**config.mk**
```make
export PLATFORM = sky130hd
export DESIGN_NAME = syn_fifo_flags
export DESIGN_NICKNAME = d
export VERILOG_FILES = /design/src/rtl/syn_fifo_flags.sv
export SDC_FILE = /design/constraint.sdc
export NUM_CORES = 1
export LEC_CHECK = 0
export BUFFER_PORTS_ARGS = -buffer_cell sky130_fd_sc_hd__buf_4
export CORE_MARGIN = 3
export CORE_UTILIZATION = 30
export DETAILED_ROUTE_END_ITERATION = 16
export GPL_TIMING_DRIVEN = 0
export HOLD_SLACK_MARGIN = 0.05
export PLACE_DENSITY = 0.57
export REMOVE_ABC_BUFFERS = 1
export SYNTH_ARGS = -nofsm -noshare
export SYNTH_HDL_FRONTEND = slang
export SYNTH_SLANG_ARGS = --single-unit
export TNS_END_PERCENT = 20
```
**constraint.sdc**
```tcl
create_clock -name clk -period 7 [get_ports clk]
set_input_delay 1.4 -clock clk [delete_from_list [all_inputs] [get_ports clk]]
set_output_delay 1.4 -clock clk [all_outputs]
set_load 0.005 [all_outputs]
```
**src/rtl/syn_fifo_flags.sv**
```systemverilog
// syn_fifo_flags: parametrised single-clock FIFO with an occupancy counter,
// so all M entries are usable and M need not be a power of two.
//
// Parameters:
//   N        data width
//   M        depth in entries (>= 2)
//   AF_LEVEL almost_full when count >= AF_LEVEL (1..M)
//   AE_LEVEL almost_empty when count <= AE_LEVEL (0..M-1)
//   FWFT     0 = registered read (1-cycle latency), 1 = first-word-fall-through
//   CW       count width, derived from M
//
// Ports:
//   clk, reset        clock and synchronous active-high reset
//   data_in, write_en write side
//   read_en           read side
//   clr_err           synchronous clear of the sticky error flags
//   data_out          read data
//   full, empty, almost_full, almost_empty, count   occupancy status
//   overflow, underflow                             sticky rejected-op flags
module syn_fifo_flags #(
  parameter int N        = 8,
  parameter int M        = 16,
  parameter int AF_LEVEL = 12,
  parameter int AE_LEVEL = 2,
  parameter int FWFT     = 0,
  localparam int CW      = $clog2(M + 1)
) (
  input  logic          clk,
  input  logic          reset,
  input  logic [N-1:0]  data_in,
  input  logic          write_en,
  input  logic          read_en,
  input  logic          clr_err,
  output logic [N-1:0]  data_out,
  output logic          full,
  output logic          empty,
  output logic          almost_full,
  output logic          almost_empty,
  output logic [CW-1:0] count,
  output logic          overflow,
  output logic          underflow
);

  localparam int PW = $clog2(M);

  // Reject illegal configurations at elaboration.
  generate
    if (M < 2 || AF_LEVEL < 1 || AF_LEVEL > M || AE_LEVEL < 0 || AE_LEVEL > M - 1 ||
        FWFT < 0 || FWFT > 1) begin : g_bad_param
      $error("syn_fifo_flags: illegal parameter combination");
    end
  endgenerate

  logic [N-1:0]  mem_r [M];
  logic [PW-1:0] wr_ptr_r;
  logic [PW-1:0] rd_ptr_r;
  logic [CW-1:0] count_r;
  logic [CW-1:0] count_next_s;
  logic          full_r;
  logic          empty_r;
  logic          af_r;
  logic          ae_r;
  logic          ovf_r;
  logic          udf_r;
  logic [N-1:0]  dout_r;
  logic          rd_ok_s;
  logic          wr_ok_s;

  // Pointer increment with explicit wrap so non-power-of-two depths work
  // without an extra wrap bit.
  function automatic logic [PW-1:0] next_ptr(input logic [PW-1:0] p);
    logic [PW-1:0] n;
    if (p == PW'(M - 1)) begin
      n = {PW{1'b0}};
    end else begin
      n = p + PW'(1);
    end
    return n;
  endfunction

  // Accept logic and next occupancy. A full FIFO still takes a write when a
  // read is accepted in the same cycle, since a slot frees at that edge.
  always_comb begin
    rd_ok_s      = read_en && !empty_r;
    wr_ok_s      = write_en && (!full_r || rd_ok_s);
    count_next_s = count_r + CW'(wr_ok_s) - CW'(rd_ok_s);
  end

  // Pointers, count, registered flags, sticky errors and read data register.
  always_ff @(posedge clk) begin
    if (reset) begin
      wr_ptr_r <= {PW{1'b0}};
      rd_ptr_r <= {PW{1'b0}};
      count_r  <= {CW{1'b0}};
      full_r   <= 1'b0;
      empty_r  <= 1'b1;
      af_r     <= 1'b0;
      ae_r     <= 1'b1;
      ovf_r    <= 1'b0;
      udf_r    <= 1'b0;
      dout_r   <= {N{1'b0}};
    end else begin
      if (wr_ok_s) begin
        wr_ptr_r <= next_ptr(wr_ptr_r);
      end
      if (rd_ok_s) begin
        rd_ptr_r <= next_ptr(rd_ptr_r);
        // Registered-read data in standard mode; last popped word in FWFT.
        dout_r   <= mem_r[rd_ptr_r];
      end
      count_r <= count_next_s;
      full_r  <= (count_next_s == CW'(M));
      empty_r <= (count_next_s == {CW{1'b0}});
      af_r    <= (count_next_s >= CW'(AF_LEVEL));
      ae_r    <= (count_next_s <= CW'(AE_LEVEL));
      // Set wins over clear when both happen in one cycle.
      ovf_r   <= (write_en && !wr_ok_s) || (ovf_r && !clr_err);
      udf_r   <= (read_en && !rd_ok_s) || (udf_r && !clr_err);
    end
  end

  // Storage array; not cleared by reset, but reset blocks a write that cycle.
  always_ff @(posedge clk) begin
    if (wr_ok_s && !reset) begin
      mem_r[wr_ptr_r] <= data_in;
    end
  end

  // Output data: in FWFT mode the head word is visible while not empty,
  // otherwise the register holds the last word read.
  always_comb begin
    if (FWFT == 1 && !empty_r) begin
      data_out = mem_r[rd_ptr_r];
    end else begin
      data_out = dout_r;
    end
  end

  // Status outputs are straight from registers.
  always_comb begin
    full         = full_r;
    empty        = empty_r;
    almost_full  = af_r;
    almost_empty = ae_r;
    count        = count_r;
    overflow     = ovf_r;
    underflow    = udf_r;
  end

endmodule
```
---- Yosys cells after proc, flatten, opt, wreduce, memory -nomap -nowiden ----
Memories as Yosys holds them, arrays and structs flattened. A register that Yosys moved wholly into a read port is not among the register bits.
Cells that the tools add are included.
Widths: inputs -> output; s select.
operators by class
  $add $sub $neg .......................... 4
  magnitude comparators ................... 2
  eq/ne operators ......................... 3
  multiplexer cells ....................... 4
  reduce and logical (&&, ||, !) cells .... 17
operator list
  operator             count
  $add 4x1->4 const B  2
  $eq 4x4->1 const B   2
  $mux 4               2
  $logic_and 1x1->1    7
  $logic_not 1->1      6
  $add 5x1->5          1
  $eq 5x5->1 const B   1
  $ge 5x4->1 const B   1
  $le 5x2->1 const B   1
  $logic_not 5->1      1
  $sub 5x1->5          1
  $logic_or 1x1->1     3
  $mux 1               2
storage, ports and cells
  flip-flop bits (word level) ............. 19
  bits in writable memories ............... 128
  input port bits ......................... 13
  logic and storage cells ................. 40
  memories kept ........................... 1
memories
  memory  words  bits a word  rd ports  clocked after Yosys merged registers in  wr ports  RTL line  RTL
  mem_r   16     8            1         1                                        1         54        logic [N-1:0] mem_r [M];

---- Logic depth before layout (Yosys ltp) ----
  depth after elaboration ................. 7
  depth in mapped cells ................... 14

---- Worst setup path before layout ----
No wires, ideal clock.
  path kind ............................... input port to flip-flop
  start ................................... in read_en
  end ..................................... reg ae_r, in the netlist almost_empty
  arrival ................................. 3.606 ns
  path slack .............................. 3.279 ns
  cell stages on the path ................. 14
  buffers on the path ..................... 2
  cell sequence ........................... nand2b_1 > buf_2 > clkinv_1 > buf_2 > ha_1 > inv_1 > ha_1 > inv_1 > fa_1 > nor2b_1 > o21ai_0 > a21oi_1 > nor3b_2 > a2111oi_0
between the ends
  word-level cells in the longest chain between the ends .. 6
ends and longest elaborated chain
  item                   RTL line  RTL
  start, declared        32        input logic read_en,
  $logic_and 1x1->1 (*)  84        rd_ok_s = read_en && !empty_r;
  named net rd_ok_s      66        logic rd_ok_s;
  $logic_or 1x1->1       85        wr_ok_s = write_en && (!full_r || rd_ok_s);
  $logic_and 1x1->1      85
  $add 5x1->5            86        count_next_s = count_r + CW'(wr_ok_s) - CW'(rd_ok_s);
  $sub 5x1->5 (*)        86
  $le 5x2->1 (*)         115       ae_r <= (count_next_s <= CW'(AE_LEVEL));
  end signal, assigned   115
  end, declared          62        logic ae_r;
The timed path passes the listed nets; every way through them passes the cells marked *.
A chain may end at the register's enable or synchronous reset.

---- Final worst setup path ----
  start ................................... in read_en
  end ..................................... reg ae_r, in the netlist almost_empty
between the ends
  word-level cells in the longest chain between the ends .. 6
ends and longest elaborated chain
  item                   RTL line
  $logic_and 1x1->1 (*)  84
  $logic_or 1x1->1       85
  $logic_and 1x1->1      85
  $add 5x1->5            86
  $sub 5x1->5 (*)        86
  $le 5x2->1 (*)         115
Every way passes the cells marked *; elsewhere a longest branch is shown, timed or not.

==> impl_metrics.tcl <==
set metrics [dict create \
    outcome "finished, final reports clean" \
    num_vias 3436 \
    final_cell_mix "128 x edfxtp_1, 34 x nor2_1, 32 x buf_4" \
    hp-class "reg -> reg" \
    grt_usage 0.1211 \
    crit_arrival_ns 4.54 \
    path_class "in -> reg" \
    grt_first_pass_wirelength_mm 20.18 \
    fin_skew_ns 0.004924 \
    gp_congestion 0.7723 \
    area_delta_synth_final_pct 16.91 \
    finalPower_w 0.002411 \
    worst_pin_slew_ns 1.295 \
    dp_hpwl_mm 8.542 \
    first_iter_violations 222 \
    final_common_cell "edfxtp_1" \
    cts_made_buffers 17 \
    antenna_cells 0 \
    fp.dieW_microns 150.6 \
    synth_top_area_cell "edfxtp_1" \
    layout-drive-gt1-share 0.1828 \
    ys_top_cells_by_area "edfxtp_1 61%, dfxtp_1 8.6%, mux2i_1 4.3%, mux4_2 3.9%, nor2_1 2.0%" \
    insertion_delay_ns 0.42 \
    slew_headroom 0.1357 \
    p_leak_nw 2.372 \
    ant_nets 0 \
    cts_buffer_depth 2 \
    die_area_sq_um 22690 \
    drv_cap 0 \
    yosysWarnings 0 \
    setup_viol 0 \
    clk_pin_slew_worst_paths_ns 0.06 \
    synth_top_area_frac 0.6126 \
    ys_ff_latch 155 \
    start_util 0.3081 \
    gr-usage-met2 0.1931 \
    routed_wl_mm 13.28 \
    ys.flop_type "edfxtp_1" \
    io_buffers 31 \
    fin_crit_sh 0.6060 \
    grtUsageMet1 0.1622 \
    syn_inst 398 \
    ys_async_sr_fraction 0 \
    netlist_area_sq_um 6275 \
    worstSetupStartpointType "input pin" \
    grt_max_degree 28 \
    p_per_area_nw_per_um2 328.6 \
    yosysUniqueCellTypes 42 \
    syn_area_per_cell_sq_um 15.77 \
    core_area_sq_um 20360 \
    fillers 1918 \
    min_period_ns 4.242 \
    drt_pass1_iterations 4 \
    globalRoute.busiestLayer "met2" \
    avgRoutedWirePerCell_microns 18.63 \
    end_kind "register" \
    rows 52 \
    rsz0062_at_grt "false" \
    vias_per_cell 4.819 \
    grt_overflow 0 \
    hold_buffers 0 \
    cts_tree "done" \
    fmax_mhz 235.8 \
    drv_slew 0 \
    hold_viol 0 \
    nets 454 \
    path_max_fanout 18 \
    required_ns 7.30 \
    post_cts_buffers 0 \
    die_h_microns 150.6 \
    htreeDepth 4 \
    grtUsageMet3 0.02950 \
    clock_sinks 155 \
    io_pins 32 \
    grt_pass1_vias 3479 \
    peakVddDrop_mv 0.1176 \
    finalSetupTns_ns 0 \
    yosysSeqAreaShare 0.6987 \
    synth_edf_count 128 \
    cts_root_buf "clkbuf_16" \
    antenna_found_initial 0 \
    post_cts_resized 0 \
    drcViolationCount 0 \
]
## routing by layer
metal | wire, microns | vias up
li1 | - | 1590
met4 | 169 | 0
met5 | 0 | -
met1 | 6065 | 1754
met2 | 6381 | 77
met3 | 667 | 15
## kinds of logic (layout without fill, tap and decap cells)
| kind of cell | Yosys count | count (layout) | share of synthesized area |
|---|---|---|---|
| flip-flops | 155 | 155 | 0.6987 |
| AND/OR/NAND/NOR | 95 | 95 | 0.07457 |
| AO/OA/AOI/OAI | 56 | 56 | 0.06840 |
| adder cells (fa/ha/maj) | 11 | 11 | 0.02313 |
| XOR/XNOR | 5 | 5 | 0.006979 |
| multiplexers | 41 | 41 | 0.09512 |
| buffers and inverters | 35 | 80 | 0.03310 |
## final cells by class
type	instances	area, sq um	area share
Clock buffer	19	432.9	0.05901
Clock inverter	13	150.1	0.02047
Inverter	14	52.55	0.007164
Multi-Input combinational cell	208	1688	0.2301
Sequential cell	155	4387	0.5980
Tap cell	270	337.8	0.04605
Timing Repair Buffer	34	287.8	0.03923
## stage by stage
stage               worst slack, ns    util  hold WS, ns  cells  instance area, sq um
global route                  2.253  0.3602       0.5311    713                  7336
finish                        2.758  0.3602       0.4947    713                  7336
floorplan                     3.212       -       0.4764    377                  6120
global placement              2.335  0.3285       0.4734    678                  6690
detailed placement            2.266  0.3310       0.4886    680                  6740
CTS                           2.708  0.3596       0.5010    712                  7323
## Yosys cell counts, types with 5 or more instances
cell       count
a2111oi_0      8
ha_1          10
buf_4          6
o221ai_1       7
mux2i_1       27
nand2_1       14
nor2_1        34
a21oi_1       11
xor2_1         5
nor3_1        11
nor2b_1       19
nand3_1        5
a211oi_1      16
edfxtp_1     128
mux4_2        11
dfxtp_1       27
inv_1         13
## state kept, by name, indices dropped and copies added (netlist names)
register and count:
mem_r 128, data_out 8, count 5, rd_ptr_r 4, wr_ptr_r 4, almost_empty 1, almost_full 1, empty 1
full 1, overflow 1, underflow 1
## final timing paths
path         depth (start not counted)  slack, ns         from           end
max                                 13       2.76      read_en  almost_empty
min                                  2       0.49  data_out[0]   data_out[0]
max reg2reg                         12       3.43        empty  almost_empty
min reg2reg                          2       0.49  data_out[0]   data_out[0]
## worst max-delay path: stages
cell and delay (ns):
buf_4 0.11, nand2b_1 0.37, clkinv_1 0.66, ha_1 0.51, inv_1 0.06, ha_1 0.15
inv_1 0.05, fa_1 0.40, nor2b_1 0.13, o21ai_0 0.11, a21oi_1 0.19, nor3b_2 0.09
a2111oi_0 0.27
## power by group
| group | switching [W] | internal, W | total [W] |
|---|---|---|---|
| clock network | 0.000350 | 0.000557 | 0.000907 |
| logic | 0.000216 | 0.000189 | 0.000405 |
| registers | 0.0000484 | 0.00105 | 0.00110 |
| total | 0.000615 | 0.00180 | 0.00241 |
Note: power is estimated with default switching activity, not from simulation.
